## config.mk

```make
export PLATFORM = sky130hd
export DESIGN_NAME = alu_seq_flat
export DESIGN_NICKNAME = d
export VERILOG_FILES = /design/src/rtl/alu_seq_if.sv /design/src/rtl/alu_seq.sv /design/src/flat_wrapper.sv
export SDC_FILE = /design/constraint.sdc
export NUM_CORES = 1
export LEC_CHECK = 0
export ABC_AREA = 1
export CORE_UTILIZATION = 54
export DETAILED_ROUTE_END_ITERATION = 10
export PLACE_DENSITY = 0.78
export SYNTH_ARGS = -nofsm -noshare
export SYNTH_HDL_FRONTEND = slang
export SYNTH_SLANG_ARGS = --single-unit
```

## constraint.sdc

```tcl
create_clock -name clock -period 4.1 [get_ports clock]
set_input_delay 1.23 -clock clock [delete_from_list [all_inputs] [get_ports clock]]
set_output_delay 1.23 -clock clock [all_outputs]
set_load 0.01 [all_outputs]
```

## src/rtl/alu_seq_if.sv

```systemverilog
// Request/response bundle for alu_seq: a request handshake carrying operands and opcode,
// and a response handshake carrying the registered result and compare flags.
interface alu_seq_if;
  logic        in_valid;
  logic        in_ready;
  logic [31:0] data_operandA;
  logic [31:0] data_operandB;
  logic [4:0]  ctrl_ALUopcode;
  logic [4:0]  ctrl_shiftamt;
  logic        out_valid;
  logic        out_ready;
  logic [31:0] data_result;
  logic        isNotEqual;
  logic        isLessThan;
  logic        overflow;

  modport master (
    output in_valid, data_operandA, data_operandB, ctrl_ALUopcode, ctrl_shiftamt, out_ready,
    input  in_ready, out_valid, data_result, isNotEqual, isLessThan, overflow
  );

  modport slave (
    input  in_valid, data_operandA, data_operandB, ctrl_ALUopcode, ctrl_shiftamt, out_ready,
    output in_ready, out_valid, data_result, isNotEqual, isLessThan, overflow
  );
endinterface

```

## src/rtl/alu_seq.sv

```systemverilog
// Sequential ALU: single-cycle arithmetic/logic ops and bit-serial shifts (one bit per clock),
// with a valid/ready handshake on both sides and no request overlap.
module alu_seq (
  input  logic     clock,
  input  logic     reset,
  alu_seq_if.slave bus
);

  localparam logic [1:0] IDLE  = 2'd0;
  localparam logic [1:0] SHIFT = 2'd1;
  localparam logic [1:0] DONE  = 2'd2;

  localparam logic [4:0] OP_ADD = 5'd0;
  localparam logic [4:0] OP_SUB = 5'd1;
  localparam logic [4:0] OP_AND = 5'd2;
  localparam logic [4:0] OP_OR  = 5'd3;
  localparam logic [4:0] OP_SLL = 5'd4;
  localparam logic [4:0] OP_SRA = 5'd5;

  logic [1:0]  state;
  logic [4:0]  counter;
  logic        shift_right;

  logic [31:0] sum;
  logic [31:0] diff;
  logic        add_ovf;
  logic        sub_ovf;
  logic        op_valid;
  logic        is_shift;
  logic [31:0] alu_res;
  logic        alu_ovf;
  logic        not_equal;
  logic        less_than;

  assign bus.in_ready  = (state == IDLE) && !reset;
  assign bus.out_valid = (state == DONE);

  // Signed compare uses the sign of A-B corrected by its overflow, so it holds across wraparound.
  always_comb begin
    sum       = bus.data_operandA + bus.data_operandB;
    diff      = bus.data_operandA - bus.data_operandB;
    add_ovf   = (bus.data_operandA[31] == bus.data_operandB[31]) && (sum[31] != bus.data_operandA[31]);
    sub_ovf   = (bus.data_operandA[31] != bus.data_operandB[31]) && (diff[31] != bus.data_operandA[31]);
    op_valid  = (bus.ctrl_ALUopcode <= OP_SRA);
    is_shift  = (bus.ctrl_ALUopcode == OP_SLL) || (bus.ctrl_ALUopcode == OP_SRA);
    not_equal = op_valid && (bus.data_operandA != bus.data_operandB);
    less_than = op_valid && (diff[31] ^ sub_ovf);
    alu_res   = '0;
    alu_ovf   = 1'b0;
    case (bus.ctrl_ALUopcode)
      OP_ADD: begin
        alu_res = sum;
        alu_ovf = add_ovf;
      end
      OP_SUB: begin
        alu_res = diff;
        alu_ovf = sub_ovf;
      end
      OP_AND:  alu_res = bus.data_operandA & bus.data_operandB;
      OP_OR:   alu_res = bus.data_operandA | bus.data_operandB;
      OP_SLL:  alu_res = bus.data_operandA << bus.ctrl_ALUopcode[0];
      OP_SRA:  alu_res = bus.data_operandA;
      default: alu_res = '0;
    endcase
  end

  // data_result doubles as the shift register while in SHIFT; it only counts as a result in DONE.
  always_ff @(posedge clock or posedge reset) begin
    if (reset) begin
      state           <= IDLE;
      counter         <= '0;
      shift_right     <= 1'b0;
      bus.data_result <= '0;
      bus.isNotEqual  <= 1'b0;
      bus.isLessThan  <= 1'b0;
      bus.overflow    <= 1'b0;
    end else begin
      case (state)
        IDLE: begin
          if (bus.in_valid) begin
            bus.isNotEqual <= not_equal;
            bus.isLessThan <= less_than;
            bus.overflow   <= alu_ovf;
            if (is_shift && (bus.ctrl_shiftamt != 5'd0)) begin
              bus.data_result <= bus.data_operandA;
              counter         <= bus.ctrl_shiftamt;
              shift_right     <= (bus.ctrl_ALUopcode == OP_SRA);
              state           <= SHIFT;
            end else begin
              bus.data_result <= is_shift ? bus.data_operandA : alu_res;
              state           <= DONE;
            end
          end
        end
        SHIFT: begin
          if (shift_right) begin
            bus.data_result <= {bus.data_result[31], bus.data_result[31:1]};
          end else begin
            bus.data_result <= {bus.data_result[30:0], 1'b0};
          end
          counter <= counter - 5'd1;
          if (counter == 5'd1) begin
            state <= DONE;
          end
        end
        DONE: begin
          if (bus.out_ready) begin
            state <= IDLE;
          end
        end
        default: state <= IDLE;
      endcase
    end
  end

endmodule

```

## src/flat_wrapper.sv

```systemverilog
// flat-port wrapper written by rule: the top's interface ports become plain ports
module alu_seq_flat 
  (clock, reset, bus_in_valid, bus_data_operandA, bus_data_operandB, bus_ctrl_ALUopcode, bus_ctrl_shiftamt, bus_out_ready, bus_in_ready, bus_out_valid, bus_data_result, bus_isNotEqual, bus_isLessThan, bus_overflow);
  alu_seq_if bus_i ();
  input  logic clock;
  input  logic reset;
  input wire logic [$bits(bus_i.in_valid)-1:0] bus_in_valid;
  input wire logic [$bits(bus_i.data_operandA)-1:0] bus_data_operandA;
  input wire logic [$bits(bus_i.data_operandB)-1:0] bus_data_operandB;
  input wire logic [$bits(bus_i.ctrl_ALUopcode)-1:0] bus_ctrl_ALUopcode;
  input wire logic [$bits(bus_i.ctrl_shiftamt)-1:0] bus_ctrl_shiftamt;
  input wire logic [$bits(bus_i.out_ready)-1:0] bus_out_ready;
  output wire logic [$bits(bus_i.in_ready)-1:0] bus_in_ready;
  output wire logic [$bits(bus_i.out_valid)-1:0] bus_out_valid;
  output wire logic [$bits(bus_i.data_result)-1:0] bus_data_result;
  output wire logic [$bits(bus_i.isNotEqual)-1:0] bus_isNotEqual;
  output wire logic [$bits(bus_i.isLessThan)-1:0] bus_isLessThan;
  output wire logic [$bits(bus_i.overflow)-1:0] bus_overflow;
  assign bus_i.in_valid = bus_in_valid;
  assign bus_i.data_operandA = bus_data_operandA;
  assign bus_i.data_operandB = bus_data_operandB;
  assign bus_i.ctrl_ALUopcode = bus_ctrl_ALUopcode;
  assign bus_i.ctrl_shiftamt = bus_ctrl_shiftamt;
  assign bus_i.out_ready = bus_out_ready;
  assign bus_in_ready = bus_i.in_ready;
  assign bus_out_valid = bus_i.out_valid;
  assign bus_data_result = bus_i.data_result;
  assign bus_isNotEqual = bus_i.isNotEqual;
  assign bus_isLessThan = bus_i.isLessThan;
  assign bus_overflow = bus_i.overflow;
  alu_seq u_core (.clock(clock), .reset(reset), .bus(bus_i));
endmodule
```

==> qor.csv <==
stage;metric;value;unit
yosys;syn_nets;1698;
timing;layout_min_cycle_time;4.014;ns
final_layout;register_area;0.001076;mm²
final_layout;drive_above_1_share;24.61;%
pwr;p_leak;6.659;nW
final_layout;syn_to_final_growth;37.43;%
yosys;synthTopCellsByArea;nand2_1 (17%), ha_1 (15%), dfrtp_1 (12%), inv_1 (12%), nand3_1 (7.4%);
yosys;ys_seq_area_share;12.07;%
grt;grt_remaining_overflow;0;
grt;antenna_found_initial;0;
final_layout;multi_input_area;0.006914;mm²
placed_design;post_dp_cell_area;0.01127;mm²
die;rows;46;
yosys;synth-main-ff-cell;dfrtp_1;
route;viasPerCell;5.692;
yosys;yosysMostFrequentCell;nand2_1;
timing;min_period_over_period;97.91;%
setup_path;worst_path_max_delay_cell;clkdlybuf4s50_1;
clock_network;clk_latency;0.30;ns
yosys;yosys-top-cells-count;nand2_1 (404), inv_1 (274), nand3_1 (131);
clock_network;path_clk_slew;0.07;ns
die;design.core.area;0.01600;mm²
grt;grt_start_max_net_pins;44;
clock_network;ctsHtreeMaxLevel;2;
timing;clock_skew;0.008990;ns
route;wl_per_cell;17.82;µm
route;dr.pass1.iters;6;
clock_network;cts_tree;built;
clock_network;numCtsBuffers;5;
setup_path;crit_arrival;4.20;ns
clock_network;clk_path_buf_depth;2;
grt;grt_pass1_vias;10680;
setup_path;worstPathCellList;clkdlybuf4s50_1 > inv_2 > ha_4 > nor2_4 > nand2_2 > nand3_2 > nand2_2 > nand3_4 > nand2_4 > nand2_2 > nand2_2 > a21oi_2 > or2_1 > fa_1 > nand2_1 > o21ai_0 > a211oi_1 > nand3_1 > nand2_1 > a21oi_1;
placed_design;place_congestion;1.008;
setup_path;worst-setup-path-type;primary input to flop;
yosys;synthDistinctLibCells;50;
setup_path;path_buf_inv;2;
timing;max_freq;249.1;MHz
route;drtAntennaViolNets;0;
outcome;status;complete, no violations;
setup_path;worstSetupEndpointType;flop;
yosys;synthArstFlopShare;100.0;%
pwr;ir_worst_vdd;0.0004646;V
die;design.die.area;0.01702;mm²
yosys;synth_top_cell_by_area;nand2_1;
setup_path;worst-path-max-fanout;3;
final_layout;num-fill-cells;1209;
timing;worst_pin_slew;1.109;ns
die;dieWidth;130.5;µm
job;max_cap_violations;0;
placed_design;place_ws;-0.4826;ns
route;drtIter0Drc;947;
route;drt-total-wl;35570;µm
setup_path;slowest_delay;0.50;ns
timing;final_max_slew_viol_count;0;
placed_design;place.detailed.instances;1961;
route;route.vias.total;11361;
yosys;ys_warn_count;0;
clock_network;clock_sinks;43;
route;drc;0;
timing;slew_headroom;26.00;%
grt;grt_pass1_wl;53260;µm
final_layout;final_cells;1996;
yosys;syn_inst;1511;
final_layout;fin_area;0.01225;mm²
setup_path;crit_top_cell;nand2_2;
setup_path;critPathRequiredTime;4.29;ns
timing;setup_slack;0.08560;ns
timing;finalSetupViolCount;0;
clock_network;clockRootBuffer;clkbuf_16;
die;die_height;130.5;µm
setup_path;start_kind;primary input;
grt;gr-usage-all-layers;40.74;%
die;start_util;55.70;%
yosys;synthesis.area;0.008912;mm²
pwr;pwr_density_cell;277.4;mW/mm²
final_layout;antennaDiodeCount;0;
final_layout;nNetsFinal;1966;
yosys;synth_edf_count;0;
yosys;synth_seq_cells;43;
placed_design;io_buffers;114;
placed_design;dpl.hpwl;27840;µm
yosys;yosysTopAreaCellShare;17.02;%
yosys;syn_area_per_cell;5.898;µm²
timing;hold_viol_final;0;
die;io_pins;115;
setup_path;critical-path-top-delay-family;simple AND/OR/NAND/NOR gates;
hold_path;min_path_type;flop to flop;
metrics by stage:
stage / setup TNS (ns) / power [mW] / utilization [%] / hold slack, ns
6_report: 0 / 3.397 / 76.55 / 0.5194
4_1_cts: 0 / 3.290 / 73.88 / 0.5218
5_1_grt: -0.02080 / 3.619 / 76.55 / 0.5447
2_1_floorplan: 0 / 1.846 / - / 0.5187
3_3_place_gp: -0.6029 / 2.689 / 70.41 / 0.4988
3_5_place_dp: -0.8413 / 2.754 / 70.41 / 0.5064
report_power, final:
part           internal (mW)  total, mW  switching [mW]
clock network          0.287      0.462           0.175
registers              0.619      0.842           0.223
logic                  0.956       2.09            1.14
registers in the layout, summed over array words and instances, names as in the netlist:
name	flops
u_core.bus.data_result	32
u_core.bus.isLessThan	1
u_core.bus.isNotEqual	1
u_core.bus.overflow	1
u_core.counter	5
u_core.shift_right	1
u_core.state	2
layer usage:
layer  up-vias  global-route usage, %  part of all wire [%]
met5         -                      0                     0
met4         0                  28.40                   7.4
met3       174                  7.614                   8.5
met2       596                  68.02                    46
met1      5234                  47.31                    38
li1       5357                      -                     -
worst register-to-register path, stage by stage, from the launching register on:
cell and delay (ns):
dfrtp_1 0.41, inv_2 0.07, nor2_4 0.24, inv_2 0.35, nor2_2 0.94, inv_1 0.16, nor2_1 0.13, nor3_1 0.05
o21ai_0 0.10, nand2_1 0.08
timing repair:
action,CTS,global route
pin swaps,26,36
resized for setup,75,112
endpoints found under the setup margin,2,4
setup buffers,20,7
hold buffers,0,0
kinds of logic after synthesis:
| kind of cell | after synthesis | synth area share [%] |
|---|---|---|
| xor gates and xnor gates | 7 | 0.6879 |
| adders and majority gates | 109 | 15.56 |
| buffers and inverters | 343 | 16.51 |
| and+or+nand+nor | 772 | 38.68 |
| AOI/OAI and AO/OA | 237 | 16.50 |
| DFF | 43 | 12.07 |
cell usage in the layout, fill, tap and decap left out, types with 25 or more instances in the layout:
| master | n |
|---|---|
| nand2_1 | 392 |
| inv_1 | 222 |
| buf_4 | 192 |
| nand3_1 | 130 |
| nor2_1 | 110 |
| a21oi_1 | 84 |
| ha_1 | 75 |
| clkdlybuf4s50_1 | 69 |
| inv_2 | 68 |
| nand2_2 | 43 |
| dfrtp_1 | 43 |
| o21ai_0 | 41 |
| dlymetal6s2s_1 | 31 |
| ha_4 | 28 |
| a221oi_1 | 27 |
| o22ai_1 | 25 |
area by class of cell:
class                      count  area share [%]
tap                          216           2.207
inverter                     294           9.020
timing repair buffer         310           22.16
sequential                    43           8.785
clock buffer                   5           1.022
clock inverter                 3          0.3575
multi-input combinational   1125           56.45
final timing paths:
path                                  startpoint  cells after the start  slack (ns)                         end
setup / recovery            bus_data_operandB[3]                     20        0.09  u_core.bus.data_result[31]
hold / removal             u_core.bus.isLessThan                      2        0.52       u_core.bus.isLessThan
setup reg to reg                 u_core.state[0]                      9        1.45   u_core.bus.data_result[3]
hold reg to reg            u_core.bus.isLessThan                      2        0.52       u_core.bus.isLessThan
max in group asynchronous                  reset                      3        2.31  u_core.bus.data_result[25]
min in group asynchronous                  reset                      3        1.41             u_core.state[1]
No activity file was read; power rests on OpenSTA's default activity.
